$ cat config.mk
export PLATFORM = sky130hd
export DESIGN_NAME = uart_io_port_flat
export DESIGN_NICKNAME = d
export VERILOG_FILES = /design/src/rtl/uart_io_port_if.sv /design/src/rtl/uart_io_port.sv /design/src/flat_wrapper.sv
export SDC_FILE = /design/constraint.sdc
export NUM_CORES = 1
export LEC_CHECK = 0
export BUFFER_PORTS_ARGS = -buffer_cell sky130_fd_sc_hd__buf_2
export CAP_MARGIN = 20
export CORE_AREA = 3 3 116 118
export DETAILED_ROUTE_END_ITERATION = 10
export DIE_AREA = 0 0 119 121
export PLACE_DENSITY_LB_ADDON = 0.25
export SETUP_SLACK_MARGIN = 0.5
export SKIP_CTS_REPAIR_TIMING = 1
export SYNTH_ARGS = -nofsm -noshare
export SYNTH_HDL_FRONTEND = slang
export SYNTH_SLANG_ARGS = --single-unit
$ cat constraint.sdc
create_clock -name clk -period 2.87 [get_ports clk]
set_clock_uncertainty 0.1 [all_clocks]
set_input_delay 0.574 -clock clk [delete_from_list [all_inputs] [get_ports clk]]
set_output_delay 0.574 -clock clk [all_outputs]
set_load 0.01 [all_outputs]
$ cat src/rtl/uart_io_port_if.sv
// Microcode-side register bus of the UART peripheral: strobes, selects and
// the 8-bit data paths to and from the MM/IO read multiplexer.
interface uart_io_port_if;
  logic       rd;
  logic       wr;
  logic       s_mmio;
  logic       s_io;
  logic [7:0] data_in;
  logic [7:0] data_out;

  modport master (output rd, wr, s_mmio, s_io, data_in, input data_out);
  modport slave  (input rd, wr, s_mmio, s_io, data_in, output data_out);
endinterface

$ cat src/rtl/uart_io_port.sv
// Memory-mapped UART: TX shifter with holding register, RX deserializer,
// small RX FIFO and sticky error flags, accessed through edge-qualified
// microcode strobes.
//
// state | meaning (both FSMs)
// IDLE  | line idle; TX ready for a load / RX waiting for a falling edge
// START | start bit (TX driving 0 / RX waiting for mid-bit check)
// DATA  | 8 data bits, LSB first
// STOP  | stop bit
module uart_io_port #(
  parameter int clk_freq = 50000000,
  parameter int baud     = 9600,
  parameter int RX_AW    = 2
) (
  input  logic           clk,
  input  logic           rst,
  input  logic           rx,
  output logic           tx,
  uart_io_port_if.slave  bus
);
  localparam int DIV   = clk_freq / baud;
  localparam int CW    = $clog2(DIV);
  localparam int DEPTH = 2 ** RX_AW;

  typedef enum logic [1:0] {IDLE, START, DATA, STOP} state_t;

  // ---------------- strobe qualification ----------------
  logic rd_lvl, wr_lvl, rd_q, wr_q, rd_ev, wr_ev;
  assign rd_lvl = bus.rd & bus.s_mmio;
  assign wr_lvl = bus.wr & bus.s_mmio;
  assign rd_ev  = rd_lvl & ~rd_q;
  assign wr_ev  = wr_lvl & ~wr_q;

  // remember previous strobe levels so a held strobe acts once
  always_ff @(posedge clk) begin
    if (rst) begin
      rd_q <= 1'b0;
      wr_q <= 1'b0;
    end else begin
      rd_q <= rd_lvl;
      wr_q <= wr_lvl;
    end
  end

  // ---------------- TX ----------------
  state_t          tx_state, tx_state_n;
  logic [CW-1:0]   tx_cnt, tx_cnt_n;
  logic [7:0]      tx_shift, tx_shift_n;
  logic [2:0]      tx_bit, tx_bit_n;
  logic            tx_ready, tx_load;

  assign tx_ready = (tx_state == IDLE);
  assign tx_load  = wr_ev & ~bus.s_io & tx_ready;

  // TX state register
  always_ff @(posedge clk) begin
    if (rst) begin
      tx_state <= IDLE;
      tx_cnt   <= '0;
      tx_shift <= '0;
      tx_bit   <= '0;
    end else begin
      tx_state <= tx_state_n;
      tx_cnt   <= tx_cnt_n;
      tx_shift <= tx_shift_n;
      tx_bit   <= tx_bit_n;
    end
  end

  // TX next state and line level; each bit is a DIV-cycle down-count
  always_comb begin
    tx_state_n = tx_state;
    tx_cnt_n   = tx_cnt;
    tx_shift_n = tx_shift;
    tx_bit_n   = tx_bit;
    tx         = 1'b1;
    case (tx_state)
      IDLE: begin
        if (tx_load) begin
          tx_state_n = START;
          tx_cnt_n   = CW'(DIV - 1);
          tx_shift_n = bus.data_in;
        end
      end
      START: begin
        tx = 1'b0;
        if (tx_cnt == '0) begin
          tx_state_n = DATA;
          tx_cnt_n   = CW'(DIV - 1);
          tx_bit_n   = '0;
        end else tx_cnt_n = tx_cnt - CW'(1);
      end
      DATA: begin
        tx = tx_shift[0];
        if (tx_cnt == '0) begin
          tx_shift_n = {1'b0, tx_shift[7:1]};
          tx_cnt_n   = CW'(DIV - 1);
          if (tx_bit == 3'd7) tx_state_n = STOP;
          else tx_bit_n = tx_bit + 3'd1;
        end else tx_cnt_n = tx_cnt - CW'(1);
      end
      STOP: begin
        if (tx_cnt == '0) tx_state_n = IDLE;
        else tx_cnt_n = tx_cnt - CW'(1);
      end
      default: tx_state_n = IDLE;
    endcase
  end

  // ---------------- RX ----------------
  logic rx_s1, rx_s2, rx_d;

  // two-flop synchronizer plus one delayed copy for falling-edge detection
  always_ff @(posedge clk) begin
    if (rst) begin
      rx_s1 <= 1'b1;
      rx_s2 <= 1'b1;
      rx_d  <= 1'b1;
    end else begin
      rx_s1 <= rx;
      rx_s2 <= rx_s1;
      rx_d  <= rx_s2;
    end
  end

  state_t          rx_state, rx_state_n;
  logic [CW-1:0]   rx_cnt, rx_cnt_n;
  logic [7:0]      rx_shift, rx_shift_n;
  logic [2:0]      rx_bit, rx_bit_n;
  logic            rx_push, frame_set;

  // RX state register
  always_ff @(posedge clk) begin
    if (rst) begin
      rx_state <= IDLE;
      rx_cnt   <= '0;
      rx_shift <= '0;
      rx_bit   <= '0;
    end else begin
      rx_state <= rx_state_n;
      rx_cnt   <= rx_cnt_n;
      rx_shift <= rx_shift_n;
      rx_bit   <= rx_bit_n;
    end
  end

  // RX next state; start bit rechecked at half a bit to reject glitches
  always_comb begin
    rx_state_n = rx_state;
    rx_cnt_n   = rx_cnt;
    rx_shift_n = rx_shift;
    rx_bit_n   = rx_bit;
    rx_push    = 1'b0;
    frame_set  = 1'b0;
    case (rx_state)
      IDLE: begin
        if (rx_d & ~rx_s2) begin
          rx_state_n = START;
          rx_cnt_n   = CW'(DIV / 2 - 1);
        end
      end
      START: begin
        if (rx_cnt == '0) begin
          if (rx_s2) rx_state_n = IDLE;
          else begin
            rx_state_n = DATA;
            rx_cnt_n   = CW'(DIV - 1);
            rx_bit_n   = '0;
          end
        end else rx_cnt_n = rx_cnt - CW'(1);
      end
      DATA: begin
        if (rx_cnt == '0) begin
          rx_shift_n = {rx_s2, rx_shift[7:1]};
          rx_cnt_n   = CW'(DIV - 1);
          if (rx_bit == 3'd7) rx_state_n = STOP;
          else rx_bit_n = rx_bit + 3'd1;
        end else rx_cnt_n = rx_cnt - CW'(1);
      end
      STOP: begin
        if (rx_cnt == '0) begin
          rx_state_n = IDLE;
          if (rx_s2) rx_push = 1'b1;
          else frame_set = 1'b1;
        end else rx_cnt_n = rx_cnt - CW'(1);
      end
      default: rx_state_n = IDLE;
    endcase
  end

  // ---------------- RX FIFO and flags ----------------
  logic [7:0]       mem [DEPTH];
  logic [RX_AW-1:0] wptr, rptr;
  logic [RX_AW:0]   count;
  logic             full, empty, pop, push_ok, overrun_set, err_clr;
  logic             overrun, frame_err;

  assign full        = (count == (RX_AW + 1)'(DEPTH));
  assign empty       = (count == '0);
  assign pop         = rd_ev & ~bus.s_io & ~empty;
  assign push_ok     = rx_push & (~full | pop);
  assign overrun_set = rx_push & full & ~pop;
  assign err_clr     = rd_ev & bus.s_io;

  // FIFO storage; contents need no reset since count gates visibility
  always_ff @(posedge clk) begin
    if (push_ok) mem[wptr] <= rx_shift;
  end

  // FIFO pointers, occupancy and sticky error flags
  always_ff @(posedge clk) begin
    if (rst) begin
      wptr      <= '0;
      rptr      <= '0;
      count     <= '0;
      overrun   <= 1'b0;
      frame_err <= 1'b0;
    end else begin
      if (push_ok) wptr <= wptr + RX_AW'(1);
      if (pop) rptr <= rptr + RX_AW'(1);
      case ({push_ok, pop})
        2'b10:   count <= count + (RX_AW + 1)'(1);
        2'b01:   count <= count - (RX_AW + 1)'(1);
        default: count <= count;
      endcase
      overrun   <= overrun_set | (overrun & ~err_clr);
      frame_err <= frame_set | (frame_err & ~err_clr);
    end
  end

  // read mux: FIFO head (zero when empty) or status
  always_comb begin
    bus.data_out = 8'h00;
    if (bus.s_io) bus.data_out = {4'b0, frame_err, overrun, ~empty, tx_ready};
    else if (!empty) bus.data_out = mem[rptr];
  end
endmodule

$ cat src/flat_wrapper.sv
// flat-port wrapper written by rule: the top's interface ports become plain ports
module uart_io_port_flat 
#(
  parameter int clk_freq = 50000000,
  parameter int baud     = 9600,
  parameter int RX_AW    = 2
)
  (clk, rst, rx, tx, bus_rd, bus_wr, bus_s_mmio, bus_s_io, bus_data_in, bus_data_out);
  uart_io_port_if bus_i ();
  input  logic clk;
  input  logic rst;
  input  logic rx;
  output logic tx;
  input wire logic [$bits(bus_i.rd)-1:0] bus_rd;
  input wire logic [$bits(bus_i.wr)-1:0] bus_wr;
  input wire logic [$bits(bus_i.s_mmio)-1:0] bus_s_mmio;
  input wire logic [$bits(bus_i.s_io)-1:0] bus_s_io;
  input wire logic [$bits(bus_i.data_in)-1:0] bus_data_in;
  output wire logic [$bits(bus_i.data_out)-1:0] bus_data_out;
  assign bus_i.rd = bus_rd;
  assign bus_i.wr = bus_wr;
  assign bus_i.s_mmio = bus_s_mmio;
  assign bus_i.s_io = bus_s_io;
  assign bus_i.data_in = bus_data_in;
  assign bus_data_out = bus_i.data_out;
  uart_io_port #(.clk_freq(clk_freq), .baud(baud), .RX_AW(RX_AW)) u_core (.clk(clk), .rst(rst), .rx(rx), .tx(tx), .bus(bus_i));
endmodule
==> flow_metrics.tcl <==
set metrics [dict create \
    final_cell_mix "dfxtp_1 (62), nor2_1 (53), a21oi_1 (36)" \
    die_x_um 119 \
    yosysSeqAreaShare 0.464 \
    cts_tree "yes" \
    drive_gt1_frac 0.220 \
    n_antenna_cell 0 \
    synth_edf_count 32 \
    clk_pin_slew_ns 0.07 \
    crit_type "reg -> reg" \
    syn_nets 541 \
    core-area_um2 12600 \
    gp_congestion 0.829 \
    synthArstFlopShare 0 \
    cts-htree-levels 3 \
    drt_wl_total_mm 10.9 \
    worstSetupEndpointType "register" \
    dieArea_um2 14400 \
    avgRoutedWirePerCell_um 15.1 \
    synth-warning-count 0 \
    yosys_register_bits 100 \
    cp-start-kind "register" \
    hold_violations 0 \
    max_stage_delay_ns 0.40 \
    dpl.hpwl_mm 7.56 \
    io_pins 24 \
    p_per_area_nw_per_um2 692 \
    grt_pass1_vias 3720 \
    routed_via_density 5.43 \
    status "finished clean" \
    cts-buffers-inserted 9 \
    seqCellArea_um2 2330 \
    critPathArrivalTime_ns 2.52 \
    max_freq_mhz 421 \
    setup-violations-final 0 \
    finalSetupTns_ns 0 \
    setup_ws_ns 0.492 \
    place_ws_ns 0.249 \
    layout_min_cycle_time_ns 2.38 \
    ant_nets 0 \
    port_buffers 23 \
    final_common_cell "dfxtp_1" \
    drc_errors 0 \
    synth.largest_area_cell "dfxtp_1" \
    clkLatencyLatePin_ns 0.35 \
    rows 41 \
    drv_slew 0 \
    synthFlopType "dfxtp_1" \
    grt_max_degree 40 \
    hp-class "in -> reg" \
    rsz0062_at_grt "yes" \
    grt_usage 0.153 \
    synthTopCellsByArea "dfxtp_1 (27%), edfxtp_1 (19%), ha_1 (5.0%), nor2_1 (4.2%), a21oi_1 (3.7%)" \
    chipHeight_um 121 \
    grt_pass1_wl_mm 17.8 \
    clock_sinks 100 \
    synth_area_um2 5000 \
    syn_avg_cell_area_um2 9.91 \
    area_growth_pct 17.6 \
    drt_iter0_drc 242 \
    vias 3897 \
    peakVddDrop_mv 0.442 \
    crit_fanout 4 \
    tightest_slew_ns 0.648 \
    synth_cell_types 69 \
    hold-worst-slack_ns 0.298 \
    leakagePower_nw 2.09 \
    fillCellCount 1201 \
    drtPass1Iterations 5 \
    cts_buffer_depth 2 \
    crit_required_ns 3.02 \
    synth_top_area_frac 0.272 \
    max_slew_margin 0.565 \
    cts_root_buf "clkbuf_16" \
    initial_core_util 0.398 \
    period_share 0.828 \
    syn_inst 505 \
    maxCapViolCount 0 \
    critical_path.cell_chain "nor3_1 -> buf_4 -> nor4_4 -> o21ai_4 -> inv_2 -> fa_2 -> nand2_1 -> or4_1 -> o21a_1 -> mux2_4" \
    antenna_found_initial 0 \
    grt_overflow 0 \
    nets 577 \
    cpMaxStageDelayCell "dfxtp_1" \
    multi_input_area_um2 2600 \
]
-- stage by stage --
stage	total power [W]	utilization	cells	instance area [um2]
after global routing	0.00431	0.468	718	5880
final	0.00407	0.468	718	5880
after CTS	0.00399	0.452	709	5690
after detailed placement	0.00270	0.427	693	5370
after floorplan	0.00239	-	505	5020
after global placement	0.00268	0.427	693	5370
-- per-layer routing --
| layer | GRT usage | vias to the layer above | share of wire | routed length [um] |
|---|---|---|---|---|
| met1 | 0.197 | 1859 | 0.46 | 4970 |
| met4 | 0.0681 | 0 | 0.022 | 243 |
| met5 | 0 | - | 0 | 0 |
| met3 | 0.0331 | 21 | 0.036 | 395 |
| li1 | - | 1943 | - | - |
| met2 | 0.248 | 74 | 0.48 | 5250 |
-- cell usage after synthesis, drive strengths merged, types with 4 or more instances --
cell     n
a31oi    4
nor3    14
a21oi   37
o21ai   22
nand3   18
dfxtp   68
nand2   31
nor4     8
or2      5
mux4     8
ha      20
o22ai    8
buf      5
and2    11
clkbuf  19
a211oi  12
mux2i   12
xnor2    4
a22o     4
nand2b  10
nor2b    5
nor2    56
edfxtp  32
inv     21
nand4    7
-- kinds of logic after synthesis --
family,count (synthesis),share of synthesized area
xor gates and xnor gates,5,0.00875
DFF,100,0.464
and+or+nand+nor,187,0.206
AOI/OAI and AO/OA,125,0.166
adders and majority gates,21,0.0540
buffers and inverters,45,0.0360
muxes,22,0.0653
-- cell type report --
type                            instances  area share
Timing Repair Buffer                   49      0.0579
Clock buffer                            9      0.0383
Inverter                               21      0.0138
Clock inverter                          7      0.0149
Multi-Input combinational cell        360       0.442
Sequential cell                       100       0.397
Tap cell                              172      0.0366
-- worst paths after layout --
path                            cells past startpoint              end  slack (ns)       startpoint
worst min register to register                      1     u_core.rx_s2        0.32     u_core.rx_s1
worst max-delay path                               10  u_core.count[2]        0.49  u_core.count[1]
worst min-delay path                                2     u_core.rx_s1        0.30               rx
worst max register to register                     10  u_core.count[2]        0.49  u_core.count[1]
-- worst max-delay path: cells and delay by family, from the launching register on --
family,cells,cell delay (ns)
buffers and inverters,2,0.23
flip-flops,1,0.40
AO/OA/AOI/OAI,2,0.25
adder cells (fa/ha/maj),1,0.20
multiplexers,1,0.29
AND/OR/NAND/NOR,4,0.80
-- sequential cells by signal, indices dropped and copies added, names as in the netlist, 2 cells and up, named ones only --
| signal | cells |
|---|---|
| u_core.mem | 32 |
| u_core.rx_shift | 8 |
| u_core.rptr | 2 |
| u_core.tx_bit | 3 |
| u_core.rx_bit | 3 |
| u_core.tx_cnt | 13 |
| u_core.wptr | 2 |
| u_core.rx_cnt | 13 |
| u_core.tx_state | 2 |
| u_core.count | 3 |
| u_core.tx_shift | 8 |
-- where the power goes --
group / switching (W) / total [W] / internal [W]
logic: 0.000716 / 0.00119 / 0.000472
clock network: 0.000585 / 0.00129 / 0.000702
registers: 0.0000840 / 0.00160 / 0.00151
Power figures use the tool's default switching activity.
